**config.mk**
```make
export PLATFORM = sky130hd
export DESIGN_NAME = rom_stream_ctrl
export DESIGN_NICKNAME = d
export VERILOG_FILES = /design/src/rtl/rom_stream_pkg.sv /design/src/rtl/rom_stream_ctrl.sv
export SDC_FILE = /design/constraint.sdc
export NUM_CORES = 1
export LEC_CHECK = 0
export CAP_MARGIN = 20
export CORE_MARGIN = 2
export CORE_UTILIZATION = 46
export DETAILED_ROUTE_END_ITERATION = 7
export HOLD_SLACK_MARGIN = 0.12
export PLACE_DENSITY = 0.75
export SLEW_MARGIN = 10
export SYNTH_ARGS = -nofsm -noshare
export SYNTH_HDL_FRONTEND = slang
export SYNTH_SLANG_ARGS = --single-unit
```
**constraint.sdc**
```tcl
create_clock -name clk -period 6.15 [get_ports clk]
set_input_delay 1.23 -clock clk [delete_from_list [all_inputs] [get_ports clk]]
set_output_delay 1.23 -clock clk [all_outputs]
set_load 0.05 [all_outputs]
```
**src/rtl/rom_stream_pkg.sv**
```systemverilog
// rom_stream_pkg
// Shared definitions for the ROM-to-decoder byte streamer.
//   state_t : controller state encoding (also exported on the debug port)
//   NL, NUL : ASCII newline and string terminator
package rom_stream_pkg;

    typedef enum logic [2:0] {
        ST_IDLE   = 3'd0,
        ST_STREAM = 3'd1,
        ST_INJECT = 3'd2,
        ST_DRAIN  = 3'd3,
        ST_DONE   = 3'd4
    } state_t;

    localparam logic [7:0] NL  = 8'h0A;
    localparam logic [7:0] NUL = 8'h00;

endpackage

```
**src/rtl/rom_stream_ctrl.sv**
```systemverilog
// rom_stream_ctrl
// Streams a NUL-terminated ASCII string out of a synchronous ROM, one byte
// per cycle, towards a command decoder instantiated next to this block.
//
// Ports
//   clk, rst_n        : clock (rising edge), asynchronous active-low reset
//   start             : begin a stream at address 0 (only honoured in IDLE)
//   stall             : downstream not ready; blocks issue of new ROM reads
//   rom_en, rom_addr  : ROM read strobe and address
//   rom_data          : ROM byte, valid the cycle after rom_en
//   char_out          : byte forwarded to the decoder
//   char_valid        : char_out valid this cycle
//   busy              : high in every state except IDLE
//   done              : one-cycle pulse at the end of a stream
//   byte_count        : bytes delivered with char_valid, held until next start
//   state_dbg         : current controller state, for observation only
//
// Configuration
//   ROM_STREAM_NL_INJECT_EN : when defined, a stream whose last forwarded byte
//   is not a newline is terminated with one synthesized 0x0A.
//
// Handshake: char_valid is a one-cycle qualifier with no ready return.
// Flow control is done upstream of the ROM: stall only suppresses new reads,
// so a read issued before stall rose is still delivered one cycle later and
// the decoder must be able to absorb that single in-flight byte.
module rom_stream_ctrl
    import rom_stream_pkg::*;
#(
    parameter int ADDR_WIDTH   = 16,
    parameter int ROM_DEPTH    = 65536,
    parameter int DRAIN_CYCLES = 2
) (
    input  logic                  clk,
    input  logic                  rst_n,
    input  logic                  start,
    input  logic                  stall,
    output logic                  rom_en,
    output logic [ADDR_WIDTH-1:0] rom_addr,
    input  logic [7:0]            rom_data,
    output logic [7:0]            char_out,
    output logic                  char_valid,
    output logic                  busy,
    output logic                  done,
    output logic [ADDR_WIDTH:0]   byte_count,
    output state_t                state_dbg
);

    localparam logic [ADDR_WIDTH-1:0] LAST_ADDR = ADDR_WIDTH'(ROM_DEPTH - 1);
    localparam int DCW = (DRAIN_CYCLES > 1) ? $clog2(DRAIN_CYCLES) : 1;
    localparam logic [DCW-1:0] DRAIN_LAST =
        DCW'((DRAIN_CYCLES > 0) ? DRAIN_CYCLES - 1 : 0);
    // With no drain cycles configured the stream end goes straight to DONE.
    localparam state_t AFTER_STREAM = (DRAIN_CYCLES == 0) ? ST_DONE : ST_DRAIN;

    state_t                state_q, state_d;
    logic [ADDR_WIDTH-1:0] addr_q, addr_d;
    logic                  pend_q, pend_d;    // read issued last cycle
    logic                  last_q, last_d;    // read of LAST_ADDR issued
    logic [ADDR_WIDTH:0]   count_q, count_d;
    logic [7:0]            char_q, char_d;
    logic                  valid_q, valid_d;
    logic [DCW-1:0]        drain_q, drain_d;
    logic                  armed_q;           // start ignored on first edge after reset
    logic                  issue;
    logic                  stream_end;

    always_ff @(posedge clk or negedge rst_n) begin
        if (!rst_n) begin
            state_q <= ST_IDLE;
            addr_q  <= '0;
            pend_q  <= 1'b0;
            last_q  <= 1'b0;
            count_q <= '0;
            char_q  <= '0;
            valid_q <= 1'b0;
            drain_q <= '0;
            armed_q <= 1'b0;
        end else begin
            state_q <= state_d;
            addr_q  <= addr_d;
            pend_q  <= pend_d;
            last_q  <= last_d;
            count_q <= count_d;
            char_q  <= char_d;
            valid_q <= valid_d;
            drain_q <= drain_d;
            armed_q <= 1'b1;
        end
    end

    always_comb begin
        state_d    = state_q;
        addr_d     = addr_q;
        pend_d     = 1'b0;
        last_d     = last_q;
        count_d    = count_q;
        char_d     = char_q;
        valid_d    = 1'b0;
        drain_d    = drain_q;
        issue      = 1'b0;
        stream_end = 1'b0;

        case (state_q)
            ST_IDLE: begin
                if (start && armed_q) begin
                    state_d = ST_STREAM;
                    addr_d  = '0;
                    count_d = '0;
                    last_d  = 1'b0;
                    drain_d = '0;
                end
            end

            ST_STREAM: begin
                issue = !stall && !last_q;
                if (issue) begin
                    pend_d = 1'b1;
                    // The address saturates at the top of the ROM; last_q
                    // then blocks any further issue.
                    if (addr_q == LAST_ADDR) begin
                        last_d = 1'b1;
                    end else begin
                        addr_d = addr_q + 1'b1;
                    end
                end

                if (pend_q) begin
                    if (rom_data == NUL) begin
                        stream_end = 1'b1;
                    end else begin
                        char_d  = rom_data;
                        valid_d = 1'b1;
                        count_d = count_q + 1'b1;
                        // Once last_q is set, the only outstanding read is
                        // the one for LAST_ADDR.
                        if (last_q) begin
                            stream_end = 1'b1;
                        end
                    end
                end

                if (stream_end) begin
                    // A read issued in this same cycle is dropped here.
                    pend_d  = 1'b0;
                    drain_d = '0;
`ifdef ROM_STREAM_NL_INJECT_EN
                    // Decision uses the post-update byte/count, since the
                    // final byte may be forwarded on this very edge.
                    if ((count_d != '0) && (char_d != NL)) begin
                        state_d = ST_INJECT;
                    end else begin
                        state_d = AFTER_STREAM;
                    end
`else
                    state_d = AFTER_STREAM;
`endif
                end
            end

`ifdef ROM_STREAM_NL_INJECT_EN
            ST_INJECT: begin
                if (!stall) begin
                    char_d  = NL;
                    valid_d = 1'b1;
                    count_d = count_q + 1'b1;
                    drain_d = '0;
                    state_d = AFTER_STREAM;
                end
            end
`endif

            ST_DRAIN: begin
                if (drain_q == DRAIN_LAST) begin
                    drain_d = '0;
                    state_d = ST_DONE;
                end else begin
                    drain_d = drain_q + 1'b1;
                end
            end

            ST_DONE: begin
                drain_d = '0;
                state_d = ST_IDLE;
            end

            default: begin
                state_d = ST_IDLE;
            end
        endcase
    end

    assign rom_en     = issue;
    assign rom_addr   = addr_q;
    assign char_out   = char_q;
    assign char_valid = valid_q;
    assign busy       = (state_q != ST_IDLE);
    assign done       = (state_q == ST_DONE);
    assign byte_count = count_q;
    assign state_dbg  = state_q;

endmodule

```
### Yosys cells after proc, flatten, opt, wreduce, memory -nomap -nowiden

Index checks and enable logic that the tools add are counted.

* flip-flop bits (word level): 49
* output and inout bits: 48
* input bits: 12
* word-level logic and storage cells: 70

* muxes and demuxes: 30
* bitwise logic cells: 1
* reduce and logical (&&, ||, !) cells: 15
* add/subtract/negate cells: 3
* equal/unequal tests: 12

Operators with widths (count)
* 17-bit two-way mux: 3
* 16-bit two-way mux: 3
* 17-bit one-hot mux with 2 select lines: 1
* 16-bit one-hot mux with 2 select lines: 1
* 17-bit by 1-bit adder with 17-bit output, second input constant: 1
* 16-bit by 1-bit adder with 16-bit output, second input constant: 1
* 16-bit equality test, second input constant: 1
* 1-bit two-way mux: 16
* 2-bit inequality test, second input constant: 8
* 4-bit AND reduction: 3
* 3-bit two-way mux: 3
* 3-bit one-hot mux with 3 select lines: 1
* 3-bit AND reduction: 3
* 8-bit logical NOT: 1
* 1-bit one-hot mux with 4 select lines: 1
* 4-bit nonzero test: 1
* 3-bit by 1-bit equality test with 1-bit output, second input constant: 1
* 3-bit by 2-bit equality test with 1-bit output, second input constant: 1
* 3-bit equality test, second input constant: 1
* 3-bit logical NOT: 1
* 3-bit nonzero test: 1
* 1-bit logical AND: 2
* 1-bit logical NOT: 2
* 1-bit one-hot mux with 2 select lines: 1
* other kinds (3): 3

### Depth between registers and ports, before layout

Gate-level depths: netlist of run 1.

* word-level depth: 6
* gate-level depth with buffers: 9

### Worst setup path after synthesis of run 1

Ideal clock, no wire load.

* kind: register to output
* start point: register state_q[0], in the netlist state_dbg[0]
* end point: output port done
* setup slack: 2.978 ns
* cell stages (with the launch flop): 3
* arrival time: 1.942 ns
* path through: dfrtp_1 buf_4 nor3b_1

* longest elaborated chain between the ends: 1

Ends and longest elaborated chain
* start: declaration: line rom_stream_ctrl.sv:55 `state_t state_q, state_d;`
* start signal: assignment: line rom_stream_ctrl.sv:79 `state_q <= state_d;`
* 3-bit equality test: line rom_stream_ctrl.sv:197 `assign done = (state_q == ST_DONE);`
* end: declaration: line rom_stream_ctrl.sv:43 `output logic done,`

No other way between the ends.

### Final worst setup path of run 1

* start point: input port stall
* end point: output port rom_en

* longest elaborated chain between the ends: 3

Ends and longest elaborated chain
* start: declaration: line rom_stream_ctrl.sv:36 `input logic stall,`
* 1-bit logical NOT: line rom_stream_ctrl.sv:115 `issue = !stall && !last_q;`
* 1-bit logical AND: line rom_stream_ctrl.sv:115
* 1-bit two-way mux: line rom_stream_ctrl.sv:103 `case (state_q)`
* end: declaration: line rom_stream_ctrl.sv:37 `output logic rom_en,`

No other way between the ends.

==> results.toml, run 1 <==
[setup_path]
r2r_end = "rom_addr[8]"
reg2reg_depth = 6
reg2reg_from = "state_dbg[0]"
worst-path-buf-inv = 3
critPathRequiredTime_ns = 4.92
r2r_setup_slack_ns = 3.64
path_common_cell = "clkdlybuf4s50_1"
cpPeakStageDelay_ns = 0.80
arrival_ns = 2.92
critPathKind = "input port to primary output"
worst_path_max_delay_cell = "clkdlybuf4s50_1"
critical_path.top_delay_family = "buffers and inverters"
cp-startpoint = "stall"
worstSetupEndpointType = "primary output"
crit_chain = "clkdlybuf4s50_1, or3_4, clkinv_2, clkdlybuf4s50_1"
worstPathMaxFanout = 5
start_kind = "input port"

[clocking]
clkLatencyLatePin_ns = 0.30
cts_setup_buffers = 0
clock_sink_count = 49
clockBufferDepth = 2
cts-resized-gates = 0
cts_root_buf = "clkbuf_8"
cts_hold_buffers = 0
cts_tree = "yes"
cts_inserted_buffers = 5
clk_pin_slew_worst_paths_ns = 0.09
htreeDepth = 2

[die]
start_util_pct = 47.53
core_mm2 = 0.005075
io-pin-count = 60
die_x_um = 76.42
die_h_um = 76.42
fp-row-count = 26
die-area_mm2 = 0.005839

[synthesis]
yosysWarningCount = 0
async_flop_share_pct = 100.0
synth.net_count = 259
synth-edff-count = 0
syn_inst = 245
synth_top_area_share_pct = 50.83
ys_seq_area_share_pct = 50.83
synth_ff_type = "dfrtp_1"
yosys.cell_count.top_type = "dfrtp_1"
syn_area_mm2 = 0.002412
synth_cell_types = 45
avgSynthCellArea_um2 = 9.846
ys_ff_latch = 49
synth_top_area_cell = "dfrtp_1"
synth_area_leaders = "dfrtp_1 (51%), nor2_1 (4.8%), xor2_1 (4.4%), mux2_2 (4.2%), nand2_1 (3.9%)"
synth_common_cells = "dfrtp_1 (49), nor2_1 (31), nand2_1 (25)"

[route]
ant_nets = 0
drt_pass1_iterations = 4
num_vias = 2033
drtIter0Drc = 95
drc = 0
wl_um = 5280
vias_per_cell = 5.378
wire_per_inst_um = 13.97

[sta]
layout_setup_ws_ns = 2.004
worst_pin_slew_ns = 0.9088
min_period_ns = 4.146
skew_ns = 0.007869
setup_tns_ns = 0
setup_viol = 0
hold_slack_ns = 0.5051
fmax_ghz = 0.2412
max-slew-margin-rel_pct = 38.85
finalMaxSlewViolations = 0
rsz0062_at_grt = "false"
fin_crit_sh_pct = 67.42
hold_viol = 0

[global_route]
grt.total_usage_pct = 19.41
gr-total-overflow = 0
grt_pass1_wl_um = 9259
grt_max_degree = 50
grt_pass1_vias = 1981
antenna_found_initial = 0

[placement]
place_hpwl_um = 3819
port-buffer-count = 59
gp_congestion = 0.8714
placed_area_mm2 = 0.003050
dpl_worst_slack_ns = 2.009

[worst_hold_path]
hold_path_depth = 1
min_path_type = "register to register"
holdPathEnd = "rom_addr[15]"
min_from = "rom_addr[15]"

[cells_and_area]
n_fill_cell = 446
final_cell_area_mm2 = 0.003203
post_route_cells_drive_above_1_share_pct = 10.06
diodes = 0
area_growth_pct = 32.78
final_nets = 321

[run_status]
outcome = "finished, final reports clean"

[power_and_ir_drop]
p_leak_uw = 0.001327
pwr_density_cell_mw_per_mm2 = 321.4
total_power_uw = 1029
ir_worst_vdd_uv = 169.9

[job]
max-cap-violations = 0
## per-layer routing
metal	GRT usage (%)	up-vias	share of wire (%)
li1	-	1005	-
met1	25.72	966	48
met2	32.39	56	48
met3	4.265	6	3.6
met4	5.091	0	0.83
met5	0	-	0
## cell type report
class | instances | area [um^2] | share of cell area [%]
clock buffers | 6 | 82.58 | 2.578
clock inverters | 2 | 37.54 | 1.172
inverters | 5 | 20.02 | 0.6250
multi-input cells | 184 | 1124 | 35.08
flip-flops and latches | 49 | 1226 | 38.28
well taps | 70 | 87.58 | 2.734
repair buffers | 62 | 625.6 | 19.53
## kinds of logic (layout without fill, tap and decap cells)
family	after synthesis	count (layout)	share of synthesized area (%)
AO/OA/AOI/OAI	52	52	13.64
other	1	1	0.1555
buffers and inverters	12	75	2.593
multiplexers	10	10	4.616
flip-flops	49	49	50.83
AND/OR/NAND/NOR	105	105	22.04
XOR/XNOR	14	14	5.083
adder cells (fa/ha/maj)	2	2	1.037
## metrics by stage
| stage | instances | utilization (%) |
|---|---|---|
| floorplan | 245 | - |
| global placement | 368 | 60.11 |
| detailed placement | 368 | 60.11 |
| CTS | 376 | 62.48 |
| global route | 378 | 63.12 |
| finish | 378 | 63.12 |
## cells in the final DEF (no fill, tap or decap), types with 3 or more instances in the layout
master	netlist	routed
clkdlybuf4s50_1	0	58
dfrtp_1	49	49
nor2_1	31	31
nand2_1	25	25
o21ai_0	15	15
nand3_1	14	14
xor2_1	12	12
o21ai_1	10	10
mux2_2	9	9
nand4_1	8	8
a21oi_1	7	7
and3_1	6	6
a31oi_1	6	6
clkbuf_8	0	6
o31ai_1	5	5
inv_1	4	4
and4_1	3	3
nor3_1	3	3
## where the power goes
group	internal, uW	switching [uW]	leakage [uW]
Combinational	126	240	0.000637
Clock	132	107	0.0000574
Sequential	368	56.4	0.000633
## worst reg2reg max path, cell delays in order (launching register included)
cell and delay (ns):
dfrtp_1 0.48, or3b_1 0.67, or3_4 0.28, clkinv_2 0.10
a21oi_2 0.56, nor2_1 0.11, o22a_1 0.21
## how the worst max path moves through the flow
stage,to,slack [ns],cells past startpoint
final,rom_en,2.00,4
after global routing,rom_en,1.92,4
after CTS,rom_en,2.00,4
after detailed placement,rom_en,2.01,4
after global placement,rom_en,2.01,4
after floorplan,done,2.98,2
## state kept, by name, indices dropped and copies added (netlist names)
signal / cells
byte_count: 17
rom_addr: 16
char_out: 8
state_dbg: 3
armed_q: 1
char_valid: 1
drain_q: 1
last_q: 1
pend_q: 1
Power figures use the tool's default switching activity.
==> run 2, diff against run 1 <==
- CORE_UTILIZATION: 46 -> 44
- clock period: 6.15 -> 3.5 ns (I/O delays scaled with it)
==> run 2 against run 1 <==
Net effect:
- design area fell by 0.12%
- die area up 4.3%
- total power is 74% higher
- critical path type is now register to primary output
- core utilization down 1.7 points
- routed wire length decreased by 2.4%
- sequential power grew 75%
- largest cell class unchanged
- clock-buffer cell count rose by 1
- sequential share of layout area about the same
- first-iteration DRC count up 29%
- worst setup slack worse by 1.4 ns
- register-to-register slack worse by 2.6 ns
- clock skew rose by 0.0028 ns
==> results.toml, run 2 (synthesis results as in run 1) <==
[run_status]
outcome = "finished, final reports clean"

[setup_path]
critPathKind = "register to primary output"
critPathRequiredTime_ns = 2.80
r2r_end = "rom_addr[8]"
cp-startpoint = "state_dbg[0]"
worst_path_max_delay_cell = "or3b_1"
cpPeakStageDelay_ns = 0.68
critical_path.top_delay_family = "simple AND/OR/NAND/NOR gates"
start_kind = "register"
worstPathMaxFanout = 18
critPathCapture = "rom_en"
reg2reg_depth = 6
crit_chain = "or3b_1, or3_4, clkinv_2, buf_4"
worst-path-buf-inv = 2
cp.depth = 4
worstSetupEndpointType = "primary output"
arrival_ns = 2.24
r2r_setup_slack_ns = 1.01
reg2reg_from = "state_dbg[0]"

[placement]
port-buffer-count = 59
gp_congestion = 0.8152
place_hpwl_um = 3604
dpl_worst_slack_ns = 0.8030

[clocking]
cts_hold_buffers = 0
cts_setup_buffers = 0
clkLatencyLatePin_ns = 0.30
clock_sink_count = 49
htreeDepth = 2
cts_tree = "yes"
clockBufferDepth = 2
cts-resized-gates = 0
cts_root_buf = "clkbuf_8"
clk_pin_slew_worst_paths_ns = 0.09
cts_inserted_buffers = 5

[power_and_ir_drop]
internal_power_uw = 1101
ir_worst_vdd_uv = 316.2
p_leak_uw = 0.001332
comb_power_share_pct = 35.7
seqPwrFrac_pct = 41.5
clkPwrFrac_pct = 22.8
pwr_density_cell_mw_per_mm2 = 561.0
switching_power_uw = 693.9
switching_share_pct = 38.66

[cells_and_area]
final_nets = 322
area_growth_pct = 32.62
post_route_cells_drive_above_1_share_pct = 10.36
diodes = 0
largest_register_ff_count = 17
final_cell_mix = "clkdlybuf4s50_1 (57), dfrtp_1 (49), nor2_1 (31)"
n_fill_cell = 445
final_common_cell = "clkdlybuf4s50_1"

[sta]
worst_pin_slew_ns = 0.8255
finalMaxSlewViolations = 0
skew_ns = 0.01069
layout_setup_ws_ns = 0.5583
rsz0062_at_grt = "false"
min_period_ns = 2.942
fmax_ghz = 0.3399
max-slew-margin-rel_pct = 44.54
setup_viol = 0
hold_viol = 0
setup_tns_ns = 0
fin_crit_sh_pct = 84.05

[global_route]
grt_max_degree = 50
antenna_found_initial = 0
grt.total_usage_pct = 17.98
grt_pass1_vias = 1874
gr-total-overflow = 0
grt_pass1_wl_um = 8728

[die]
die_h_um = 78.05
die-area_mm2 = 0.006091
start_util_pct = 46.35
core_mm2 = 0.005205
fp-row-count = 26
die_x_um = 78.05
io-pin-count = 60

[route]
drt_pass1_iterations = 4
drc = 0
vias_per_cell = 5.456
ant_nets = 0
met2_length_um = 2473
num_vias = 2068
drtIter0Drc = 123
top_layer = "met4"
drt-met1-wl_um = 2332
wire_per_inst_um = 13.59
dr_wl_met3_um = 278
wl_um = 5151

[job]
max-cap-violations = 0

[worst_hold_path]
min_path_type = "input port to asynchronous set/reset pin"
[run 2: changes by cell type in the layout (fill, tap and decap cells not counted)]
| cell | delta |
|---|---|
| buf_4 | +3 |
| buf_12 | +1 |
| buf_16 | -1 |
| clkbuf_1 | +1 |
| clkbuf_2 | -1 |
| clkdlybuf4s50_1 | -1 |
| clkinvlp_4 | -1 |
[run 2: how the worst min path moves through the flow]
stage | to | slack (ns) | cells after the start
2_1_floorplan | armed_q | 0.40 | 0
3_3_place_gp | char_out[1] | 0.49 | 1
3_5_place_dp | rom_addr[15] | 0.49 | 1
4_1_cts | rom_addr[15] | 0.50 | 1
5_1_grt | char_valid | 0.28 | 1
6_report | byte_count[14] | 0.28 | 1
[run 2: final cells by class]
class / count / area (um^2) / share of cell area (%)
well taps: 70 / 87.58 / 2.738
repair buffers: 63 / 625.6 / 19.55
clock inverters: 1 / 30.03 / 0.9386
multi-input cells: 184 / 1124 / 35.12
clock buffers: 7 / 86.33 / 2.698
flip-flops and latches: 49 / 1226 / 38.33
inverters: 5 / 20.02 / 0.6257
[run 2: power by group through the flow]
stage	combinational, uW	clock (uW)	sequential [uW]
global route	681	449	759
floorplan	167	0	1000
finish	640	410	744
CTS	644	424	744
detailed placement	641	0	755
global placement	634	0	755
[run 2: worst register-to-register path, stage by stage (launching register included)]
cell,delay [ns]
dfrtp_1,0.48
or3b_1,0.65
or3_4,0.27
clkinv_2,0.10
a21oi_2,0.57
nor2_1,0.11
o22a_1,0.21
[run 2: through the flow]
stage / cell area [um^2] / hold slack (ns) / total power, uW / util (%) / cells
global placement: 3063 / 0.4882 / 1389 / 58.85 / 370
CTS: 3179 / 0.5027 / 1811 / 61.08 / 378
global route: 3199 / 0.2783 / 1890 / 61.47 / 379
floorplan: 2412 / 0.4044 / 1170 / - / 245
finish: 3199 / 0.2761 / 1795 / 61.47 / 379
detailed placement: 3063 / 0.4861 / 1396 / 58.85 / 370
[run 2: layer usage]
metal	up-vias	track usage, %
li1	993	-
met1	1010	22.83
met2	60	30.26
met3	5	4.483
met4	0	5.789
met5	-	0
==> run 3, diff against run 2 <==
- clock period: 3.5 -> 2.4 ns (I/O delays scaled with it)
==> run 3 against run 2 <==
Net effect:
- clock skew fell by 0.0032 ns
- flip-flop and latch count did not move
- global-route usage rose by 1.4 points
- combinational power rose by 50%
- register-to-register slack got worse by 0.64 ns
- worst setup slack got worse by 0.47 ns
- sequential share of layout area fell by 0.83 points
==> results.toml, run 3 (synthesis results as in run 1) <==
[power_and_ir_drop]
ir_worst_vdd_uv = 578.9
p_leak_uw = 0.001371
pwr_density_cell_mw_per_mm2 = 810.3
total_power_uw = 2652

[clocking]
htreeDepth = 2
cts_inserted_buffers = 5
clock_sink_count = 49
cts_tree = "yes"
clockBufferDepth = 2
cts_root_buf = "clkbuf_8"
cts_hold_buffers = 0
clkLatencyLatePin_ns = 0.30
clk_pin_slew_worst_paths_ns = 0.08

[die]
die_h_um = 78.05
fp-row-count = 26
start_util_pct = 46.35
core_mm2 = 0.005205
io-pin-count = 60
die-area_mm2 = 0.006091
die_x_um = 78.05

[setup_path]
critPathKind = "register to primary output"
critPathRequiredTime_ns = 1.92
worstPathMaxFanout = 11
arrival_ns = 1.83
start_kind = "register"
worstSetupEndpointType = "primary output"

[global_route]
grt_max_degree = 26
gr-total-overflow = 0
grt_pass1_vias = 2064
grt_pass1_wl_um = 9535
grt-busiest-layer = "met2"
grt_util_met3_pct = 3.793
antenna_found_initial = 0
grt.total_usage_pct = 19.42
grt_use_met1_pct = 24.92
grt_use_met2_pct = 33.19

[sta]
setup_tns_ns = 0
fin_crit_sh_pct = 96.45
rsz0062_at_grt = "false"
max-slew-margin-rel_pct = 55.51
skew_ns = 0.007487
min_period_ns = 2.315
fmax_ghz = 0.4320
finalMaxSlewViolations = 0
setup_viol = 0
layout_setup_ws_ns = 0.08516
hold_viol = 0
worst_pin_slew_ns = 0.6673
hold_slack_ns = 0.1694

[run_status]
outcome = "finished, final reports clean"

[cells_and_area]
post_route_cells_drive_above_1_share_pct = 13.02
largest_register_ff_count = 17
diodes = 0
final_nets = 328
final_cell_mix = "clkdlybuf4s50_1 (55), dfrtp_1 (48), nor2_1 (31)"
area_growth_pct = 35.68
final_common_cell = "clkdlybuf4s50_1"
fin_cells = 385

[placement]
place_hpwl_um = 3948
dpl_worst_slack_ns = 0.08726
port-buffer-count = 59
place_inst = 377
gp_congestion = 0.8475

[route]
vias_per_cell = 5.400
drc = 0
drtIter0Drc = 97
num_vias = 2079
wl_um = 5437
wire_per_inst_um = 14.12
ant_nets = 0
drt_pass1_iterations = 4

[job]
max-cap-violations = 0

[worst_hold_path]
min_path_type = "input port to asynchronous set/reset pin"
-- run 3: changes by cell type in the layout (fill, tap and decap cells not counted) --
cell	delta
buf_12	+2
or3b_4	+1
dfrtp_2	+1
dfrtp_1	-1
dlymetal6s2s_1	+1
or3b_1	-1
buf_4	+5
clkdlybuf4s50_1	-2
-- run 3: area by class of cell --
type	instances	area, um^2
fill	448	1932
sequential	49	1227
multi-input combinational	184	1126
timing repair buffer	69	695.7
tap	70	87.58
clock buffer	7	86.33
clock inverter	1	30.03
inverter	5	20.02
-- run 3: report_power, final --
part	switching, uW	internal (uW)
logic	618	340
clock network	268	340
registers	142	944
-- run 3: path summary, 6_finish.rpt --
check	from	end	slack, ns	cells past startpoint
setup / recovery	state_dbg[0]	rom_en	0.09	4
hold / removal	rst_n	char_out[3]	0.17	1
setup reg to reg	state_dbg[0]	rom_addr[8]	0.37	6
hold reg to reg	rom_addr[15]	rom_addr[15]	0.51	1
max in group asynchronous	rst_n	rom_addr[13]	1.70	2
min in group clk	rom_addr[15]	rom_addr[15]	0.51	1
-- run 3: critical path, stage by stage (launching register included) --
cell      delay (ns)
dfrtp_2         0.46
or3b_4          0.45
or3_4           0.37
clkinv_2        0.12
buf_12          0.14
-- run 3: routing by layer --
layer,share of wire (%),vias up,routed length (um)
li1,-,1006,-
met1,43,1010,2362
met2,50,56,2723
met3,5.1,7,276
met4,1.4,0,74
met5,0,-,0
-- run 3: metrics by stage --
step           utilization (%)  cell area (um^2)
2_1_floorplan                -              2414
3_3_place_gp             60.55              3152
3_5_place_dp             60.55              3152
4_1_cts                  62.84              3271
5_1_grt                  62.88              3273
6_report                 62.88              3273
-- run 3: timing repair --
action | CTS | global route
pin swaps | 0 | 0
setup endpoints to repair | 1 | 1
buffers inserted | 0 | 0
endpoints found under the hold margin | 0 | 0
gates resized for setup | 1 | 1
==> RTL change 1, RTL diff (config.mk and constraints of run 3) <==
Take the reset off `addr_q` and load it in a clocked block of its own.
--- a/src/rtl/rom_stream_ctrl.sv
+++ b/src/rtl/rom_stream_ctrl.sv
@@ -68,5 +68,4 @@
         if (!rst_n) begin
             state_q <= ST_IDLE;
-            addr_q  <= '0;
             pend_q  <= 1'b0;
             last_q  <= 1'b0;
@@ -78,5 +77,4 @@
         end else begin
             state_q <= state_d;
-            addr_q  <= addr_d;
             pend_q  <= pend_d;
             last_q  <= last_d;
@@ -87,4 +85,8 @@
             armed_q <= 1'b1;
         end
+    end
+
+    always_ff @(posedge clk) begin
+        addr_q <= addr_d;
     end
 
Function: differs if rst_n is asserted again (counterexample within 4 cycles, from zero or initial values and one cycle with rst_n low); with rst_n held inactive, the same outputs for 10 cycles.
==> RTL change 1 against run 3 <==
Sequential cell count is the same; first-iteration DRC count shrank 3.1%; cell count shrank 4.9%; maximum frequency shrank 1.3%; routed wire length grew 0.18%; synthesized area shrank 0.83%; synthesized cell count shrank 7.3%; worst setup slack lost 0.031 ns; cell area shrank 1.3%; critical endpoint unchanged.
Power is left out: the tool's default activity adds up to more than one toggle a clock period on the data nets, which glitch-free logic cannot reach.
==> RTL change 1: results (changes against run 3) <==
The wire length on met2 came out at 2.614 mm (was 2.723 mm). The sequential cell area share is 40.51% (was 37.50%). The number of resized instances in the post-cts repair step came out at 2 (was 1).

The maximum single-stage delay on the critical path came out at 0.49 ns (was 0.46 ns). The via count of the first global-routing pass is 1933 (was 2064). The arrival time at the worst endpoint is 1.87 ns (was 1.83 ns). The share of async-settable or async-resettable flops after synthesis is 67.35% (was 100.0%). The sequential share of the synthesized area came to 54.60% (was 50.83%).

The combined global-route utilization of all metal layers came out at 19.37% (was 19.42%). The total half-perimeter wirelength after legalization and detailed placement came to 3.931 mm (was 3.948 mm). The maximum fanout along the worst path is 10 (was 11).

Cells taking the most area after synthesis: sky130_fd_sc_hd__dfrtp_1, sky130_fd_sc_hd__edfxtp_1, sky130_fd_sc_hd__mux2_2 (was sky130_fd_sc_hd__dfrtp_1, sky130_fd_sc_hd__nor2_1, sky130_fd_sc_hd__xor2_1). The total placed instance area was 3146 um2 (was 3152 um2). The met3 global-route usage is 4.070% (was 3.793%). The fraction of layout cells with a size suffix above 1 is 10.81% (was 13.02%). The fill cell instance count of the final layout came out at 445 (was 448).

The transition time at the pin with the least slew margin is 0.5122 ns (was 0.6673 ns). The total number of nets in the final design came to 309 (was 328). The total length of routed met3 wires was 239 um (was 276 um). The depth of the most critical reg-to-reg path was 4 (was 6).

The post-synthesis net count was 241 (was 259). The clock network contribution to total cell area is 2.517% (was 3.555%). The first-pass GRT wire length came to 9.342 mm (was 9.535 mm).

The layout-stage area growth over the synthesis result came out at 35.04% (was 35.68%). The total routed wire length on the met1 layer is 2.562 mm (was 2.362 mm). The per-instance average area after synthesis is 10.54 um2 (was 9.846 um2). The average wire length per cell after detail routing came out at 14.88 um (was 14.12 um). The number of clock-tree buffers in the layout is 5 (was 7).

The met1 usage came out at 27.44% (was 24.92%). Top cell types by occurrence after synthesis: sky130_fd_sc_hd__dfrtp_1, sky130_fd_sc_hd__nor2_1, sky130_fd_sc_hd__nand2_1, sky130_fd_sc_hd__edfxtp_1, sky130_fd_sc_hd__nand3_1 (was sky130_fd_sc_hd__dfrtp_1, sky130_fd_sc_hd__nor2_1, sky130_fd_sc_hd__nand2_1, sky130_fd_sc_hd__o21ai_0, sky130_fd_sc_hd__nand3_1). The routability congestion estimate came out at 0.7885 (was 0.8475). The count of inverters other than clock inverters in the layout came to 8 (was 5).

The worst-case clock skew came out at 0.005849 ns (was 0.007487 ns). The multi-input combinational gate total came out at 163 (was 184). The number of enable flip-flop cells after synthesis is 16 (was 0). The count of routing violations after the opening detailed-route iteration is 94 (was 97).

The via count is 1988 (was 2079). Outcome: finished, final reports clean (unchanged). The met2 capacity usage during global routing is 30.69% (was 33.19%).
[RTL change 1: cell count changes in the layout (fill, tap and decap cells not counted), sizes merged, moves of 8 or more]
cell,change
nand2,-9
xnor2,+8
xor2,-9
edfxtp,+16
nor2,-9
dfrtp,-16
o21ai,-15
[RTL change 1: final timing paths]
check	to	startpoint	slack, ns
worst min register to register	char_out[1]	char_out[1]	0.51
worst max-delay path	rom_en	state_dbg[1]	0.05
min in group asynchronous	char_out[3]	rst_n	0.58
worst min-delay path	char_out[1]	char_out[1]	0.51
worst max register to register	byte_count[15]	state_dbg[1]	0.32
max in group asynchronous	state_dbg[1]	rst_n	1.50
[RTL change 1: cell families after synthesis]
logic type	share of synthesized area, %
simple gates	20.14
fa+ha+maj	1.046
mux	5.492
other cells	0.1568
buf+inv	2.824
flops	54.60
xor+xnor	4.759
compound gates	10.98
==> RTL change 2, RTL diff (settings of run 3) <==
Without the edit above. Add a define of `ROM_STREAM_NL_INJECT_EN`.
--- a/src/rtl/rom_stream_ctrl.sv
+++ b/src/rtl/rom_stream_ctrl.sv
@@ -24,4 +24,6 @@
 // so a read issued before stall rose is still delivered one cycle later and
 // the decoder must be able to absorb that single in-flight byte.
+`define ROM_STREAM_NL_INJECT_EN
+
 module rom_stream_ctrl
     import rom_stream_pkg::*;
Check against the original RTL: not equivalent (a bounded check fails within 10 cycles, from zero or initial values and one cycle with rst_n low).
==> RTL change 2 against run 3 <==
Non-clock buffer count grew 31; cell area grew 21%; synthesized area grew 20%; routed wire length grew 51%; sequential cell count is the same; global-route usage grew 3.8 points; critical endpoint unchanged; worst setup slack gained 0.0073 ns; count of clock-buffer cells in the layout is the same.
Power is not compared: it rests on default switching activity, and its combinational part moved more than twofold at a synthesized area within 25%.
==> RTL change 2: results (changes against run 3) <==
The total routed wire length on the met1 layer came to 3.664 mm (was 2.362 mm). Cells taking the most area after synthesis: sky130_fd_sc_hd__dfrtp_1, sky130_fd_sc_hd__nor2_1, sky130_fd_sc_hd__o21ai_0 (was sky130_fd_sc_hd__dfrtp_1, sky130_fd_sc_hd__nor2_1, sky130_fd_sc_hd__xor2_1). The total placed cells including tap cells is 500 (was 377). The maximum fanout along the worst path came to 10 (was 11). The transition time at the pin with the least slew margin came out at 0.6380 ns (was 0.6673 ns). The total half-perimeter wirelength after legalization and detailed placement is 5.992 mm (was 3.948 mm). Outcome: finished, final reports clean (unchanged). The fraction of post-synthesis cell area in the top cell type by area is 42.35% (was 50.83%).

The fill cell instance count of the final layout is 555 (was 448). The fraction of layout cells with a size suffix above 1 is 15.60% (was 13.02%). The maximum number of pins on one net before global-route repair came to 50 (was 26). The maximum single-stage delay on the critical path was 0.48 ns (was 0.46 ns). The met1 usage came out at 32.63% (was 24.92%). The first-pass iteration count of the detailed router was 6 (was 4). The overall routed net length came out at 8.237 mm (was 5.437 mm).

The sequential share of the synthesized area is 42.35% (was 50.83%). The via count came out at 3040 (was 2079). The total placed instance area came out at 3811 um2 (was 3152 um2). The post-route non-filler standard cell count was 513 (was 385). The via count of the first global-routing pass is 2891 (was 2064). The number of different library cells in the post-synthesis netlist came out at 51 (was 45).

The per-instance average area after synthesis came out at 8.272 um2 (was 9.846 um2). The count of routing violations after the opening detailed-route iteration is 253 (was 97). The total length of routed met3 wires came out at 540 um (was 276 um).

The post-synthesis net count came out at 364 (was 259). The routability congestion estimate came out at 0.8837 (was 0.8475).
## RTL change 2: layout make-up
cell class / count / area, um2 / area share [%]
inverter: 7 / 33.78 / 0.8499
timing repair buffer: 100 / 900.9 / 22.66
tap: 77 / 96.34 / 2.424
clock buffer: 7 / 86.33 / 2.172
multi-input combinational: 272 / 1595 / 40.13
clock inverter: 1 / 30.03 / 0.7554
sequential: 49 / 1232 / 31.00
## RTL change 2: timing repair
item	4_1_cts	5_1_grt
setup buffers	0	5
gates resized for setup	2	2
setup endpoints to repair	2	4
## RTL change 2: final timing paths
kind / startpoint / endpoint / slack (ns) / cells after the start
worst max-delay path: state_dbg[1] / rom_en / 0.09 / 4
worst min-delay path: rst_n / char_out[7] / 0.28 / 2
worst max register to register: state_dbg[1] / rom_addr[5] / 0.17 / 7
worst min register to register: rom_addr[1] / rom_addr[1] / 0.53 / 2
max in group asynchronous: rst_n / byte_count[1] / 1.66 / 2
min in group clk: rom_addr[1] / rom_addr[1] / 0.53 / 2
## RTL change 2: kinds of logic after synthesis
kind of cell / after synthesis / share of synthesized area [%]
other: 1 / 0.1295
AO/OA/AOI/OAI: 101 / 22.04
flip-flops: 49 / 42.35
buffers and inverters: 29 / 3.889
adder cells (fa/ha/maj): 2 / 0.8642
XOR/XNOR: 12 / 3.630
AND/OR/NAND/NOR: 156 / 27.10
## RTL change 2: power by group through the flow
stage / registers (mW) / logic (mW) / clock network [mW]
after floorplan: 1.64 / 0.924 / 0
after global placement: 1.19 / 2.14 / 0
after detailed placement: 1.20 / 2.17 / 0
after CTS: 1.18 / 2.18 / 0.640
after global routing: 1.21 / 2.37 / 0.680
final: 1.18 / 2.21 / 0.631
